`src/rtl/csr_led_blink_if.sv`:
```
// Operand/opcode package and the CSR-side bundle of the LED blink sequencer.
// The bundle carries the CSR instruction inputs, the read data and the LED external write port.
package csr_led_blink_pkg;
    typedef enum logic [2:0] {
        CSR_RW  = 3'd0,
        CSR_RS  = 3'd1,
        CSR_RC  = 3'd2,
        CSR_RWI = 3'd3,
        CSR_RSI = 3'd4,
        CSR_RCI = 3'd5
    } csr_op_t;
endpackage

interface csr_led_blink_if;
    import csr_led_blink_pkg::*;

    logic        csr_enable;
    logic [11:0] csr_addr;
    logic [4:0]  rs1_zimm;
    logic [31:0] rs1_data;
    csr_op_t     csr_op;
    logic [31:0] out;
    logic        ext_data;
    logic        ext_write_enable;
    logic        busy;

    modport master (
        output csr_enable, csr_addr, rs1_zimm, rs1_data, csr_op,
        input  out, ext_data, ext_write_enable, busy
    );

    modport slave (
        input  csr_enable, csr_addr, rs1_zimm, rs1_data, csr_op,
        output out, ext_data, ext_write_enable, busy
    );
endinterface

```
`src/rtl/csr_led_blink.sv`:
```
// CSR-programmable LED blink sequencer: CTRL/TIME registers plus an IDLE/ON/OFF
// phase machine that issues one-cycle write strobes to the LED CSR on each level change.
module csr_led_blink
    import csr_led_blink_pkg::*;
#(
    parameter logic [11:0] Addr     = 12'h001,
    parameter int unsigned Prescale = 1
) (
    input  logic           clk,
    input  logic           reset,
    csr_led_blink_if.slave bus
);
    localparam int unsigned       PrescW    = (Prescale > 1) ? $clog2(Prescale) : 1;
    localparam logic [11:0]       TimeAddr  = Addr + 12'd1;
    localparam logic [PrescW-1:0] PrescLast = PrescW'(Prescale - 1);

    typedef enum logic [1:0] {ST_IDLE, ST_ON, ST_OFF} state_t;

    logic [1:0]        r_ctrl;
    logic [31:0]       r_time;
    state_t            r_state, w_state_nxt;
    logic [PrescW-1:0] r_presc, w_presc_nxt;
    logic [15:0]       r_cnt, w_cnt_nxt;
    logic              r_ext_data, r_ext_we, r_busy;
    logic              w_data_nxt, w_we_nxt;
    logic              w_ctrl_sel, w_time_sel, w_wr;
    logic [31:0]       w_src, w_old, w_new;
    logic              w_en, w_inv, w_tick, w_phase_end;
    logic [15:0]       w_on_t, w_off_t;

    // CSR decode, operand select and read-modify-write value
    always_comb begin
        w_ctrl_sel = bus.csr_enable && (bus.csr_addr == Addr);
        w_time_sel = bus.csr_enable && (bus.csr_addr == TimeAddr);
        w_old      = w_ctrl_sel ? {30'd0, r_ctrl} : (w_time_sel ? r_time : 32'd0);
        w_src      = bus.rs1_data;
        if (bus.csr_op inside {CSR_RWI, CSR_RSI, CSR_RCI}) w_src = {27'd0, bus.rs1_zimm};
        w_new = w_old;
        w_wr  = 1'b0;
        case (bus.csr_op)
            CSR_RW, CSR_RWI: begin w_new = w_src;          w_wr = 1'b1;            end
            CSR_RS, CSR_RSI: begin w_new = w_old | w_src;  w_wr = (w_src != 32'd0); end
            CSR_RC, CSR_RCI: begin w_new = w_old & ~w_src; w_wr = (w_src != 32'd0); end
            default: ;
        endcase
    end

    assign bus.out = w_old;

    always_ff @(posedge clk or posedge reset) begin
        if (reset) begin
            r_ctrl <= '0;
            r_time <= '0;
        end else if (w_wr) begin
            if (w_ctrl_sel) r_ctrl <= w_new[1:0];
            if (w_time_sel) r_time <= w_new;
        end
    end

    assign w_en    = r_ctrl[0];
    assign w_inv   = r_ctrl[1];
    assign w_on_t  = r_time[15:0];
    assign w_off_t = r_time[31:16];

    // Phase machine: counters reload on every phase load so TIME edits apply next phase
    always_comb begin
        w_state_nxt = r_state;
        w_presc_nxt = r_presc;
        w_cnt_nxt   = r_cnt;
        w_tick      = (r_presc == PrescLast);
        w_phase_end = w_tick && (r_cnt <= 16'd1);
        if (!w_en) begin
            w_state_nxt = ST_IDLE;
            w_presc_nxt = '0;
            w_cnt_nxt   = '0;
        end else begin
            case (r_state)
                ST_IDLE: begin
                    if (w_on_t != 16'd0) begin
                        w_state_nxt = ST_ON;
                        w_presc_nxt = '0;
                        w_cnt_nxt   = w_on_t;
                    end
                end
                ST_ON, ST_OFF: begin
                    if (w_phase_end) begin
                        w_presc_nxt = '0;
                        if (r_state == ST_ON) begin
                            w_state_nxt = (w_off_t != 16'd0) ? ST_OFF : ST_ON;
                            w_cnt_nxt   = (w_off_t != 16'd0) ? w_off_t : w_on_t;
                        end else begin
                            w_state_nxt = (w_on_t != 16'd0) ? ST_ON : ST_OFF;
                            w_cnt_nxt   = (w_on_t != 16'd0) ? w_on_t : w_off_t;
                        end
                    end else if (w_tick) begin
                        w_presc_nxt = '0;
                        w_cnt_nxt   = r_cnt - 16'd1;
                    end else begin
                        w_presc_nxt = r_presc + PrescW'(1);
                    end
                end
                default: w_state_nxt = ST_IDLE;
            endcase
        end
        w_we_nxt   = (w_state_nxt != r_state);
        w_data_nxt = w_we_nxt ? ((w_state_nxt == ST_ON) ^ w_inv) : r_ext_data;
    end

    always_ff @(posedge clk or posedge reset) begin
        if (reset) begin
            r_state    <= ST_IDLE;
            r_presc    <= '0;
            r_cnt      <= '0;
            r_ext_we   <= 1'b0;
            r_ext_data <= 1'b0;
            r_busy     <= 1'b0;
        end else begin
            r_state    <= w_state_nxt;
            r_presc    <= w_presc_nxt;
            r_cnt      <= w_cnt_nxt;
            r_ext_we   <= w_we_nxt;
            r_ext_data <= w_data_nxt;
            r_busy     <= (w_state_nxt != ST_IDLE);
        end
    end

    assign bus.ext_write_enable = r_ext_we;
    assign bus.ext_data         = r_ext_data;
    assign bus.busy             = r_busy;
endmodule
```
`src/flat_wrapper.sv`:
```
// flat-port wrapper written by rule: the top's interface ports become plain ports
module csr_led_blink_flat import csr_led_blink_pkg::*;
#(
    parameter logic [11:0] Addr     = 12'h001,
    parameter int unsigned Prescale = 1
)
  (clk, reset, bus_csr_enable, bus_csr_addr, bus_rs1_zimm, bus_rs1_data, bus_csr_op, bus_out, bus_ext_data, bus_ext_write_enable, bus_busy);
  csr_led_blink_if bus_i ();
  input  logic clk;
  input  logic reset;
  input wire logic [$bits(bus_i.csr_enable)-1:0] bus_csr_enable;
  input wire logic [$bits(bus_i.csr_addr)-1:0] bus_csr_addr;
  input wire logic [$bits(bus_i.rs1_zimm)-1:0] bus_rs1_zimm;
  input wire logic [$bits(bus_i.rs1_data)-1:0] bus_rs1_data;
  input wire logic [$bits(bus_i.csr_op)-1:0] bus_csr_op;
  output wire logic [$bits(bus_i.out)-1:0] bus_out;
  output wire logic [$bits(bus_i.ext_data)-1:0] bus_ext_data;
  output wire logic [$bits(bus_i.ext_write_enable)-1:0] bus_ext_write_enable;
  output wire logic [$bits(bus_i.busy)-1:0] bus_busy;
  assign bus_i.csr_enable = bus_csr_enable;
  assign bus_i.csr_addr = bus_csr_addr;
  assign bus_i.rs1_zimm = bus_rs1_zimm;
  assign bus_i.rs1_data = bus_rs1_data;
  assign bus_i.csr_op = bus_csr_op;
  assign bus_out = bus_i.out;
  assign bus_ext_data = bus_i.ext_data;
  assign bus_ext_write_enable = bus_i.ext_write_enable;
  assign bus_busy = bus_i.busy;
  csr_led_blink #(.Addr(Addr), .Prescale(Prescale)) u_core (.clk(clk), .reset(reset), .bus(bus_i));
endmodule
```
`config.mk`:
```
export PLATFORM = sky130hd
export DESIGN_NAME = csr_led_blink_flat
export DESIGN_NICKNAME = d
export VERILOG_FILES = /design/src/rtl/csr_led_blink_if.sv /design/src/rtl/csr_led_blink.sv /design/src/flat_wrapper.sv
export SDC_FILE = /design/constraint.sdc
export NUM_CORES = 1
export LEC_CHECK = 0
export ABC_AREA = 1
export CORE_AREA = 2 2 97 99
export CTS_BUF_LIST = sky130_fd_sc_hd__clkbuf_16
export DETAILED_ROUTE_END_ITERATION = 7
export DIE_AREA = 0 0 99 101
export GPL_TIMING_DRIVEN = 0
export PLACE_DENSITY = 0.87
export SKIP_CTS_REPAIR_TIMING = 1
export SKIP_LAST_GASP = 1
export SLEW_MARGIN = 10
export SYNTH_ARGS = -nofsm -noshare
export SYNTH_HDL_FRONTEND = slang
export SYNTH_SLANG_ARGS = --single-unit
```
`constraint.sdc`:
```
create_clock -name clk -period 2.1 [get_ports clk]
set_input_delay 0.315 -clock clk [delete_from_list [all_inputs] [get_ports clk]]
set_output_delay 0.315 -clock clk [all_outputs]
set_load 0.005 [all_outputs]
```
==> results.sh <==
export IMPL_dieArea_mm2=0.0100
export IMPL_drc=0
export IMPL_yosys_area_top_type="dfrtp_1"
export IMPL_pwr_share_seq_pct=45.2
export IMPL_globalplace_congestion=1.02
export IMPL_setup_viol=22
export IMPL_cp_data_required_time_ns=2.26
export IMPL_grt_util_met2_pct=47.8
export IMPL_tightest_slew_ns=0.504
export IMPL_drv_slew=0
export IMPL_cp_end_kind="flip-flop"
export IMPL_leakage_nw=3.35
export IMPL_postLayoutCoreUtil_pct=70.6
export IMPL_finish_instance_area_mm2=0.00634
export IMPL_finalCritPeriodShare_pct=112
export IMPL_first_pass_iters=6
export IMPL_clk_pin_slew_worst_paths_ns=0.08
export IMPL_synth_cell_types=32
export IMPL_drive_above_1_share_pct=17.8
export IMPL_grt_pass1_wl_mm=22.6
export IMPL_initial_core_util_pct=49.1
export IMPL_die_y_um=101
export IMPL_fill_cells=621
export IMPL_syn_inst=684
export IMPL_wl_mm=18.3
export IMPL_wl_per_cell_um=19.9
export IMPL_synth_avg_cell_area_um2=6.44
export IMPL_postPlaceCellArea_mm2=0.00546
export IMPL_multi_input_area_mm2=0.00280
export IMPL_synth_area_mm2=0.00441
export IMPL_critPathMaxFanout=10
export IMPL_synth_top_area_share_pct=31.2
export IMPL_die_w_um=99
export IMPL_period_needed_ns=2.35
export IMPL_nets=866
export IMPL_ant_nets=0
export IMPL_clockBufferDepth=2
export IMPL_numCtsBuffers=5
export IMPL_worstHoldPathType="input pin to async pin"
export IMPL_htreeDepth=2
export IMPL_dp_hpwl_mm=11.2
export IMPL_grt_antenna_before_repair=0
export IMPL_yosys_warnings=0
export IMPL_power_density_mw_per_mm2=370
export IMPL_grt_max_degree=37
export IMPL_relSlewSlack_pct=66.4
export IMPL_critPathKind="flip-flop to flip-flop"
export IMPL_power_mw=2.34
export IMPL_ys_seq_area_share_pct=31.2
export IMPL_combPwrFrac_pct=18.9
export IMPL_cts_sinks=55
export IMPL_clock_fmax_mhz=426
export IMPL_cts_root_buf="clkbuf_16"
export IMPL_violations="negative setup slack"
export IMPL_final_cell_mix="nand2_1 (128), inv_1 (92), nor2_1 (79)"
export IMPL_hold_viol=0
export IMPL_insertion_delay_ns=0.30
export IMPL_synth_edf_count=0
export IMPL_grt_total_usage_pct=27.8
export IMPL_synth_async_sr_flop_share_pct=100
export IMPL_grt_use_met3_pct=4.79
export IMPL_finClkSkew_ns=0.0134
export IMPL_syn_to_final_growth_pct=43.9
export IMPL_cts_tree="done"
export IMPL_synth_main_ff_cell="dfrtp_1"
export IMPL_switching_power_mw=0.663
export IMPL_seq_area_mm2=0.00138
export IMPL_drv_cap=0
export IMPL_cp_data_arrival_time_ns=2.51
export IMPL_setup_ws_ns=-0.248
export IMPL_core_area_mm2=0.00898
export IMPL_rows=35
export IMPL_status="complete, but fails checks"
export IMPL_ir_drop_v=0.000394
export IMPL_startpoint_type="flip-flop"
export IMPL_diodes=0
export IMPL_synth_fp_nets=744
export IMPL_portBuffers=89
export IMPL_synthTopCellsByArea="dfrtp_1 (31%), nand2_1 (11%), o21ai_0 (8.7%), nor2_1 (8.5%), inv_1 (8.3%)"
export IMPL_final_common_cell="nand2_1"
export IMPL_overflow=0
export IMPL_dp_cells=885
export IMPL_vias=5789
export IMPL_swShare_pct=28.3
export IMPL_rsz0062_at_grt="true"
export IMPL_drt_initial_drc_count=804
export IMPL_grt_busiest_layer="met2"
export IMPL_viasPerCell=6.31
export IMPL_grtUsageMet1_pct=34.4
export IMPL_clock_power_share_pct=35.9
export IMPL_fin_cells=918
export IMPL_internal_power_mw=1.68
export IMPL_synth_seq_cells=55
export IMPL_grt_pass1_vias=4789
export IMPL_io_pins=90
-- synthesized netlist by cell type, drive strengths merged, types with 5 or more instances --
library cell / number
nor3: 23
nor2: 100
nand4: 9
o211ai: 13
a22oi: 32
a21oi: 23
buf: 9
ha: 5
nand3: 14
inv: 98
xor2: 6
o21ai: 110
nand2: 143
dfrtp: 55
clkbuf: 22
-- routing by layer --
| layer | part of all wire (%) | up-vias |
|---|---|---|
| met3 | 11 | 143 |
| met4 | 7.0 | 0 |
| met2 | 46 | 554 |
| li1 | - | 2509 |
| met5 | 0 | - |
| met1 | 35 | 2583 |
-- layout make-up --
type,count,share of cell area [%]
Multi-Input combinational cell,498,44.2
Sequential cell,55,21.7
Timing Repair Buffer,116,19.6
Inverter,100,6.04
Buffer,30,3.99
Tap cell,111,2.19
Clock buffer,5,1.97
Clock inverter,3,0.256
-- per-stage QoR --
stage	TNS, ns	hold WS [ns]	worst slack [ns]
6_report	-1.46	0.346	-0.248
5_1_grt	-3.87	0.399	-0.337
4_1_cts	-32.92	0.366	-0.730
3_5_place_dp	-42.57	0.504	-0.717
3_3_place_gp	-67.68	0.493	-0.729
2_1_floorplan	0	0.471	0.203
-- power groups by stage --
stage / Clock, mW / Combinational, mW / Sequential (mW)
3_5_place_dp: 0 / 0.386 / 1.08
5_1_grt: 0.871 / 0.476 / 1.06
4_1_cts: 0.817 / 0.387 / 1.06
2_1_floorplan: 0 / 0.213 / 1.08
3_3_place_gp: 0 / 0.370 / 1.08
6_report: 0.841 / 0.443 / 1.06
-- critical path: stages (launching register included) --
cell and delay [ns]:
dfrtp_1 0.47, nor2_1 0.18, nand2_1 0.09, nor2_1 0.19
nand2_1 0.11, nand2_1 0.16, nand2_2 0.14, buf_2 0.22
o21ai_0 0.29, a21oi_1 0.08, o21ai_1 0.14, o21ai_0 0.12
-- kinds of logic (layout without fill, tap and decap cells) --
kind of cell,after synthesis,after routing,share of synthesized area (%)
mux,2,2,0.454
fa+ha+maj,5,5,1.42
buf+inv,131,254,12.3
simple gates,293,293,27.5
compound gates,192,192,25.9
flops,55,55,31.2
xor+xnor,6,6,1.19
-- path summary, 6_finish.rpt --
check                                       to  depth (start not counted)           startpoint  slack [ns]
min                          u_core.r_time[10]                          2                reset        0.35
min reg2reg                u_core.bus.ext_data                          2  u_core.bus.ext_data        0.54
max reg2reg                    u_core.r_cnt[0]                         11    u_core.r_time[29]       -0.25
min in group clk           u_core.bus.ext_data                          2  u_core.bus.ext_data        0.54
max in group asynchronous     u_core.r_time[7]                          3                reset        1.18
max                            u_core.r_cnt[0]                         11    u_core.r_time[29]       -0.25
-- state kept, by name, indices dropped and copies added, names as in the netlist --
name	cells
u_core.r_ctrl	2
u_core.bus.busy	1
u_core.r_state	2
u_core.bus.ext_data	1
u_core.r_time	32
u_core.bus.ext_write_enable	1
u_core.r_cnt	16
Note: power is estimated with default switching activity, not from simulation.
